### config.mk
export PLATFORM = sky130hd
export DESIGN_NAME = stepper_step_decoder
export DESIGN_NICKNAME = d
export VERILOG_FILES = /design/src/rtl/stepper_step_decoder.sv
export SDC_FILE = /design/constraint.sdc
export NUM_CORES = 1
export LEC_CHECK = 0
export ABC_AREA = 1
export BUFFER_PORTS_ARGS = -buffer_cell sky130_fd_sc_hd__buf_2
export CAP_MARGIN = 20
export CORE_MARGIN = 2
export CORE_UTILIZATION = 45
export DETAILED_ROUTE_END_ITERATION = 12
export PLACE_DENSITY = 0.66
export SYNTH_ARGS = -nofsm -noshare
export SYNTH_HDL_FRONTEND = slang
export SYNTH_SLANG_ARGS = --single-unit
### constraint.sdc
create_clock -name clk -period 5.25 [get_ports clk]
set_clock_uncertainty 0.1 [all_clocks]
set_input_delay 1.05 -clock clk [delete_from_list [all_inputs] [get_ports clk]]
set_output_delay 1.05 -clock clk [all_outputs]
set_load 0.005 [all_outputs]
### src/rtl/stepper_step_decoder.sv
// stepper_step_decoder: receive side of a STEP/DIR interface.
// Synchronises the pins, qualifies STEP pulses by minimum high time, and
// accumulates a signed position, a step strobe and the measured step period.
// It also flags DIR setup violations and counts rejected (too short) STEP pulses.
module stepper_step_decoder #(
  parameter int unsigned SYNC_STAGES = 2,
  parameter int unsigned MIN_HIGH    = 2,
  parameter int unsigned DIR_SETUP   = 4,
  parameter int unsigned TIMEOUT     = 1000000
) (
  input  logic        clk,
  input  logic        rst_n,
  input  logic        step_in_i,
  input  logic        dir_in_i,
  input  logic        pos_clear_i,
  input  logic        pos_load_i,
  input  logic [31:0] pos_load_val_i,
  input  logic        err_clear_i,
  output logic [31:0] position_o,
  output logic        step_pulse_o,
  output logic        step_dir_o,
  output logic [31:0] period_o,
  output logic        period_valid_o,
  output logic        moving_o,
  output logic        dir_err_o,
  output logic [7:0]  glitch_cnt_o
);

  localparam int unsigned HCW = $clog2(MIN_HIGH + 1);
  localparam int unsigned DCW = $clog2(DIR_SETUP + 1);
  localparam logic [HCW-1:0] HONE_C      = HCW'(32'd1);
  localparam logic [HCW-1:0] HLAST_C     = HCW'(MIN_HIGH - 32'd1);
  localparam logic [DCW-1:0] DONE_C      = DCW'(32'd1);
  localparam logic [DCW-1:0] DIR_SETUP_C = DCW'(DIR_SETUP);
  localparam logic [31:0]    TIMEOUT_C   = 32'(TIMEOUT);

  typedef enum logic [1:0] {
    ST_LOW       = 2'd0,
    ST_HIGH_CNT  = 2'd1,
    ST_HIGH_WAIT = 2'd2
  } state_e;

  logic [SYNC_STAGES-1:0] step_sync_q;
  logic [SYNC_STAGES-1:0] dir_sync_q;
  logic                   step_s;
  logic                   dir_s;
  state_e                 state_q, state_d;
  logic [HCW-1:0]         hcnt_q, hcnt_d;
  logic                   accept_s;
  logic                   rise_s;
  logic                   glitch_s;
  logic                   dir_prev_q;
  logic [DCW-1:0]         dcnt_q;
  logic [31:0]            pcnt_q;
  logic                   have_prev_q;

  assign step_s = step_sync_q[SYNC_STAGES-1];
  assign dir_s  = dir_sync_q[SYNC_STAGES-1];

  // Pin synchronisers: nothing downstream looks at the raw pins.
  always_ff @(posedge clk or negedge rst_n) begin
    if (!rst_n) begin
      step_sync_q <= '0;
      dir_sync_q  <= '0;
    end else begin
      step_sync_q <= {step_sync_q[SYNC_STAGES-2:0], step_in_i};
      dir_sync_q  <= {dir_sync_q[SYNC_STAGES-2:0], dir_in_i};
    end
  end

  // Pulse qualifier decode: rising edge, accept (MIN_HIGH-th high cycle) and glitch events.
  always_comb begin
    state_d  = state_q;
    hcnt_d   = hcnt_q;
    accept_s = 1'b0;
    rise_s   = 1'b0;
    glitch_s = 1'b0;
    case (state_q)
      ST_LOW: begin
        if (step_s) begin
          rise_s = 1'b1;
          hcnt_d = HONE_C;
          if (MIN_HIGH == 32'd1) begin
            accept_s = 1'b1;
            state_d  = ST_HIGH_WAIT;
          end else begin
            state_d = ST_HIGH_CNT;
          end
        end else begin
          state_d = ST_LOW;
        end
      end
      ST_HIGH_CNT: begin
        if (step_s) begin
          hcnt_d = hcnt_q + HONE_C;
          if (hcnt_q == HLAST_C) begin
            accept_s = 1'b1;
            state_d  = ST_HIGH_WAIT;
          end else begin
            state_d = ST_HIGH_CNT;
          end
        end else begin
          glitch_s = 1'b1;
          state_d  = ST_LOW;
        end
      end
      ST_HIGH_WAIT: begin
        if (step_s) begin
          state_d = ST_HIGH_WAIT;
        end else begin
          state_d = ST_LOW;
        end
      end
      default: begin
        state_d = ST_LOW;
      end
    endcase
  end

  // Pulse qualifier state: long pulses park in HIGH_WAIT so they count only once.
  always_ff @(posedge clk or negedge rst_n) begin
    if (!rst_n) begin
      state_q <= ST_LOW;
      hcnt_q  <= '0;
    end else begin
      state_q <= state_d;
      hcnt_q  <= hcnt_d;
    end
  end

  // DIR stability counter: cycles since the synced DIR last changed, saturating.
  always_ff @(posedge clk or negedge rst_n) begin
    if (!rst_n) begin
      dir_prev_q <= 1'b0;
      dcnt_q     <= '0;
    end else begin
      dir_prev_q <= dir_s;
      if (dir_s != dir_prev_q) begin
        dcnt_q <= '0;
      end else if (dcnt_q != DIR_SETUP_C) begin
        dcnt_q <= dcnt_q + DONE_C;
      end
    end
  end

  // Position accumulator and step strobe; clear/load override the step's position update.
  always_ff @(posedge clk or negedge rst_n) begin
    if (!rst_n) begin
      position_o   <= 32'd0;
      step_pulse_o <= 1'b0;
      step_dir_o   <= 1'b0;
    end else begin
      step_pulse_o <= accept_s;
      if (accept_s) begin
        step_dir_o <= dir_s;
      end
      if (pos_clear_i) begin
        position_o <= 32'd0;
      end else if (pos_load_i) begin
        position_o <= pos_load_val_i;
      end else if (accept_s) begin
        position_o <= dir_s ? (position_o - 32'd1) : (position_o + 32'd1);
      end
    end
  end

  // Period measurement and motion timeout; a timeout makes the next step a "first" step.
  always_ff @(posedge clk or negedge rst_n) begin
    if (!rst_n) begin
      pcnt_q         <= 32'd0;
      period_o       <= 32'd0;
      period_valid_o <= 1'b0;
      moving_o       <= 1'b0;
      have_prev_q    <= 1'b0;
    end else if (accept_s) begin
      pcnt_q      <= 32'd1;
      moving_o    <= 1'b1;
      have_prev_q <= 1'b1;
      if (have_prev_q) begin
        period_o       <= pcnt_q;
        period_valid_o <= 1'b1;
      end
    end else begin
      if (pcnt_q != 32'hFFFF_FFFF) begin
        pcnt_q <= pcnt_q + 32'd1;
      end
      if (pcnt_q >= TIMEOUT_C) begin
        moving_o       <= 1'b0;
        period_valid_o <= 1'b0;
        have_prev_q    <= 1'b0;
      end
    end
  end

  // Error reporting: sticky DIR setup flag and saturating glitch counter; clear wins.
  always_ff @(posedge clk or negedge rst_n) begin
    if (!rst_n) begin
      dir_err_o    <= 1'b0;
      glitch_cnt_o <= 8'd0;
    end else if (err_clear_i) begin
      dir_err_o    <= 1'b0;
      glitch_cnt_o <= 8'd0;
    end else begin
      if (rise_s && ((dir_s != dir_prev_q) || (dcnt_q < DIR_SETUP_C))) begin
        dir_err_o <= 1'b1;
      end
      if (glitch_s && (glitch_cnt_o != 8'd255)) begin
        glitch_cnt_o <= glitch_cnt_o + 8'd1;
      end
    end
  end

endmodule

Word-level counts from Yosys, hierarchy flattened:

Index checks and enable logic that the tools add are counted.

* word-level logic and storage cells: 78
* output and inout port bits: 77
* register bits: 121
* input port bits: 39

* muxes and demuxes: 31
* equality and inequality tests: 10
* order comparisons: 2
* $add $sub $neg: 6
* reductions and logical operators: 14

Operators with widths (number)
* $mux W32: 6
* $add A32 B1 Y32 const B: 2
* $ge A32 B20 Y1 const B: 1
* $ne A32 B32 Y1 const B: 1
* $sub A32 B1 Y32 const B: 1
* $mux W8: 2
* $mux W1: 14
* $reduce_bool A2 Y1: 6
* $mux W2: 5
* $add A8 B1 Y8 const B: 1
* $ne A8 B8 Y1 const B: 1
* $mux W3: 2
* $pmux W2 S3: 1
* $eq A2 B1 Y1 const B: 2
* $ne A2 B2 Y1 const B: 2
* $pmux W2 S2: 1
* $reduce_and A2 Y1: 2
* $add A3 B1 Y3 const B: 1
* $lt A3 B3 Y1 const B: 1
* $ne A3 B3 Y1 const B: 1
* $reduce_and A3 Y1: 1
* $reduce_bool A3 Y1: 1
* $add A2 B1 Y2 const B: 1
* $eq A2 B2 Y1 const B: 1
* 5 further kinds: 6

Depth between registers and ports, before layout:

* word-level depth: 7
* gate-level depth with buffers: 13
* mapped depth without buffers: 13

Least setup slack after synthesis:

OpenSTA, ideal clock, no wires.

* path type: register to register
* start: register dir_sync_q[1]
* end: register position_o[15]
* required time: 5027 ps
* setup slack: 2858 ps
* data arrival time: 2169 ps
* period minus slack after synthesis: 2392 ps
* buffers on the path: 0
* stages on the path, launching flop included: 11
* library setup time: 123 ps
* cells stage by stage: dfrtp_1 > ha_1 > nand2_1 > nand3_1 > nand2_1 > nand2_1 > nand2_1 > nand2_1 > xor2_1 > o21ai_0 > nand2_1

* cells in the longest elaborated chain, start to end: 4

Ends and longest elaborated chain
* from (decl): RTL line 44 `logic [SYNC_STAGES-1:0] dir_sync_q;`
* from (signal assigned): RTL line 67 `dir_sync_q <= {dir_sync_q[SYNC_STAGES-2:0], dir_in_i};`
* $mux W32: RTL line 162 `position_o <= dir_s ? (position_o - 32'd1) : (position_o + 32'd1);`
* $mux W32: RTL line 161 `end else if (accept_s) begin`
* $mux W32: RTL line 159 `end else if (pos_load_i) begin`
* $mux W32: RTL line 157 `if (pos_clear_i) begin`
* to (signal assigned): RTL line 160 `position_o <= pos_load_val_i;`
* to (signal assigned): RTL line 162
* to (decl): RTL line 19 `output logic [31:0] position_o,`

Every way passes these cells. The select of a mux whose other input is x is not followed.
A chain may end at the register's enable or synchronous reset.

Worst setup path in the final report:

* start: register hcnt_q[0]
* end: register position_o[9]

* cells in the longest elaborated chain, start to end: 5

Ends and longest elaborated chain
* from (decl): RTL line 48 `logic [HCW-1:0] hcnt_q, hcnt_d;`
* from (signal assigned): RTL line 127 `hcnt_q <= hcnt_d;`
* $eq A2 B1 Y1: RTL line 96 `if (hcnt_q == HLAST_C) begin`
* $mux W1: RTL line 96
* $mux W1: RTL line 94 `if (step_s) begin`
* $mux W1: RTL line 78 `case (state_q)`
* $reduce_bool A3 Y1 (no line)

Every way passes these cells.

==> run metrics <==
IO Count=~120; Hold EP=step_sync_q[1]; vias in the first global route=7110; initial core utilization=46.2%; largest net degree at the start of global routing=63; I/O Buffers=115; Syn Area/Cell=6.76 um2; LEAKAGE=~5.4 nW; H-Tree Depth=4; fin util=54.6%; achievable frequency=388 MHz; layout cells sized above 1=13.6%; worst slack, placed=~2.6 ns; # setup viols final=0; Max stage delay on crit path=0.50 ns; Nets=about 1400; Net Count, Synth=about 1300; hold path start=step_sync_q[0]; Fin Setup TNS=0 ns; CTS Root Cell=clkbuf_16; First-pass DRT Iterations=7; Tmin final=2.58 ns; most frequent cells in the layout=nand2_1 (413), inv_1 (165), nor2_1 (139); Cell variety after synth=43; sequential fraction of the synthesis area=37.6%; clock sinks=121; core area=17400 um2; worst setup margin=2.67 ns; Hold WC Path Type=flip-flop to flip-flop; Rel. slew slack=43.8%; Post-DRT Antenna Nets=0; Core Rows=48; Synth Instances=1190; fraction of registers with async set/reset=100%; Synth Warn #=0; RR Startpoint=hcnt_q[0]; hold_buf cts=0; Setup crit start kind=flip-flop; CP cell instances=ha_1 -> nand3_1 -> buf_4 -> inv_2 -> buf_4 -> o21bai_2 -> buf_4 -> nor2_1 -> o21ai_0 -> nand2_1; die area=19000 um2; Power, Total=3.36 mW; Worst Path Arrival=2.78 ns; actual slew at the worst max-slew pin=around 0.84 ns; residual DRC count=0; Top cell by count, worst path=buf_4; number of max-cap violations=0; global-route wire length before repair=35.2 mm; Die Span Y=~140 um; WS Path Type=flip-flop to flip-flop; Seq cells post-synth=121; FF-to-FF End=position_o[9]; initial antenna violation count=0; Slew Viols, Final=0; Via density=5.02; RSZ-0062 raised after global routing=false; Hold Path Depth=0; Area Overhead vs Synth=18.2%; final wirelength=21.8 mm; Avg WL per Cell=approximately 14 um; Worst Path Buf+Inv=4; grt ovf=0; Final Hold Vio Count=0; Reg2Reg Depth=10; Global Route Usage Sum=a little under a quarter; Critical Path RT=5.45 ns; run status=completed; ys flop type=dfrtp_1; GP Congestion=0.929; Final HPWL DP=16.3 mm; cts repair resizes=0; placed cell count=approximately 1500; crit path capture type=flip-flop; Clock Tree Buf Depth=2; CP max FO=22; postcts setup bufs=0; Clock transition at path regs=0.06 ns; CTS Buf Count=17; number of flops mapped to enable cells by yosys=0; ant diodes=0; clock latency on the worst-skew pair=between 0.4 and 0.5 ns; # fillers=1704; final worst-path cycle share=49.1%; Iteration-0 DRC Markers=567; Chip Width=138 um; peak supply drop=around 270 uV; pwr/cell area=353 nW/um2; CP delay by family, top=buffers and inverters; slowest CP cell=o21bai_2; Vias=7764; most common cell after layout, fill and taps aside=nand2_1; Layout Cells excl Fill=around 1500; mapped cell area=between 8000 and 9000 um2; flop2flop setup slack=2.67 ns; CTS tree=built
-- synth_stat cells, types with 2 or more instances --
master	number	area, um2
buf_2	14	70.1
a21oi_1	34	170
nor3_2	2	20.0
nand3b_1	2	15.0
nor4_1	11	68.8
o21ai_1	2	10.0
xor2_1	22	193
a211oi_1	2	15.0
clkbuf_1	10	37.5
nand2_2	2	12.5
ha_1	36	450
mux2_2	4	45.0
or2_2	3	18.8
o21bai_1	2	15.0
nand3_2	2	20.0
o21ai_2	2	17.5
mux2i_1	2	20.0
xnor2_1	2	17.5
inv_1	165	619
nor2_1	139	522
dfrtp_1	121	3030
nand2_1	413	1550
o31ai_1	13	97.6
a31oi_1	3	18.8
nor3_1	27	135
o21ai_0	63	315
inv_2	2	7.51
nand4_1	10	62.6
nand3_1	66	330
-- worst register-to-register path, stage by stage, from the launching register on --
cell      delay, ns
dfrtp_1        0.39
ha_1           0.22
nand3_1        0.09
buf_4          0.27
inv_2          0.05
buf_4          0.23
o21bai_2       0.51
buf_4          0.36
nor2_1         0.08
o21ai_0        0.09
nand2_1        0.07
-- through the flow --
step                hold slack, ns  area, um2
floorplan                    0.231       8050
global route                 0.262       9510
CTS                          0.249       9510
global placement             0.232       8860
finish                       0.247       9510
detailed placement           0.235       8860
-- worst max path at each step --
stage	startpoint	to	slack, ns	cells after the start
after floorplan	dir_sync_q[1]	position_o[15]	2.86	10
after global placement	pos_load_i	position_o[16]	2.61	6
after detailed placement	pos_load_i	position_o[9]	2.56	6
after CTS	hcnt_q[0]	position_o[9]	2.65	10
after global routing	hcnt_q[0]	position_o[11]	2.41	10
final	hcnt_q[0]	position_o[9]	2.67	10
-- cell families (layout without fill, tap and decap cells) --
logic type | Yosys count | after routing | share of synthesized area, %
and+or+nand+nor | 682 | 682 | 35.0
buffers and inverters | 193 | 324 | 9.31
AOI/OAI and AO/OA | 127 | 127 | 8.83
DFF | 121 | 121 | 37.6
adders and majority gates | 37 | 37 | 5.84
xor gates and xnor gates | 24 | 24 | 2.61
muxes | 6 | 6 | 0.808
-- flip-flops by register name, summed over array words and instances (netlist names), 2 cells and up --
signal and cells:
pcnt_q 32, period_o 32, position_o 32, glitch_cnt_o 8, dcnt_q 3, dir_sync_q 2
hcnt_q 2, state_q 2, step_sync_q 2
-- report_power, final --
group | switching (mW) | leakage, nW | internal (mW) | total, mW
combinational | 0.600 | 3.41 | 0.323 | 0.923
sequential | 0.0904 | 1.62 | 1.05 | 1.14
clock | 0.486 | 0.320 | 0.815 | 1.30
total | 1.18 | 5.35 | 2.18 | 3.36
-- metal layers --
| metal | part of all wire (%) | vias to the layer above | GRT usage (%) |
|---|---|---|---|
| met5 | 0 | - | 0 |
| met4 | 2.0 | 0 | 8.45 |
| met3 | 3.8 | 32 | 3.53 |
| met2 | 49 | 200 | 40.2 |
| met1 | 45 | 3518 | 31.0 |
| li1 | - | 4014 | - |
-- layout make-up --
| cell class | instances | area (um2) | area share, % |
|---|---|---|---|
| multi-input combinational | 876 | 4280 | 45.0 |
| sequential | 121 | 3030 | 31.8 |
| timing repair buffer | 124 | 646 | 6.79 |
| inverter | 168 | 631 | 6.63 |
| clock buffer | 17 | 425 | 4.47 |
| tap | 225 | 282 | 2.96 |
| clock inverter | 15 | 224 | 2.35 |
Note: power is estimated with default switching activity, not from simulation.
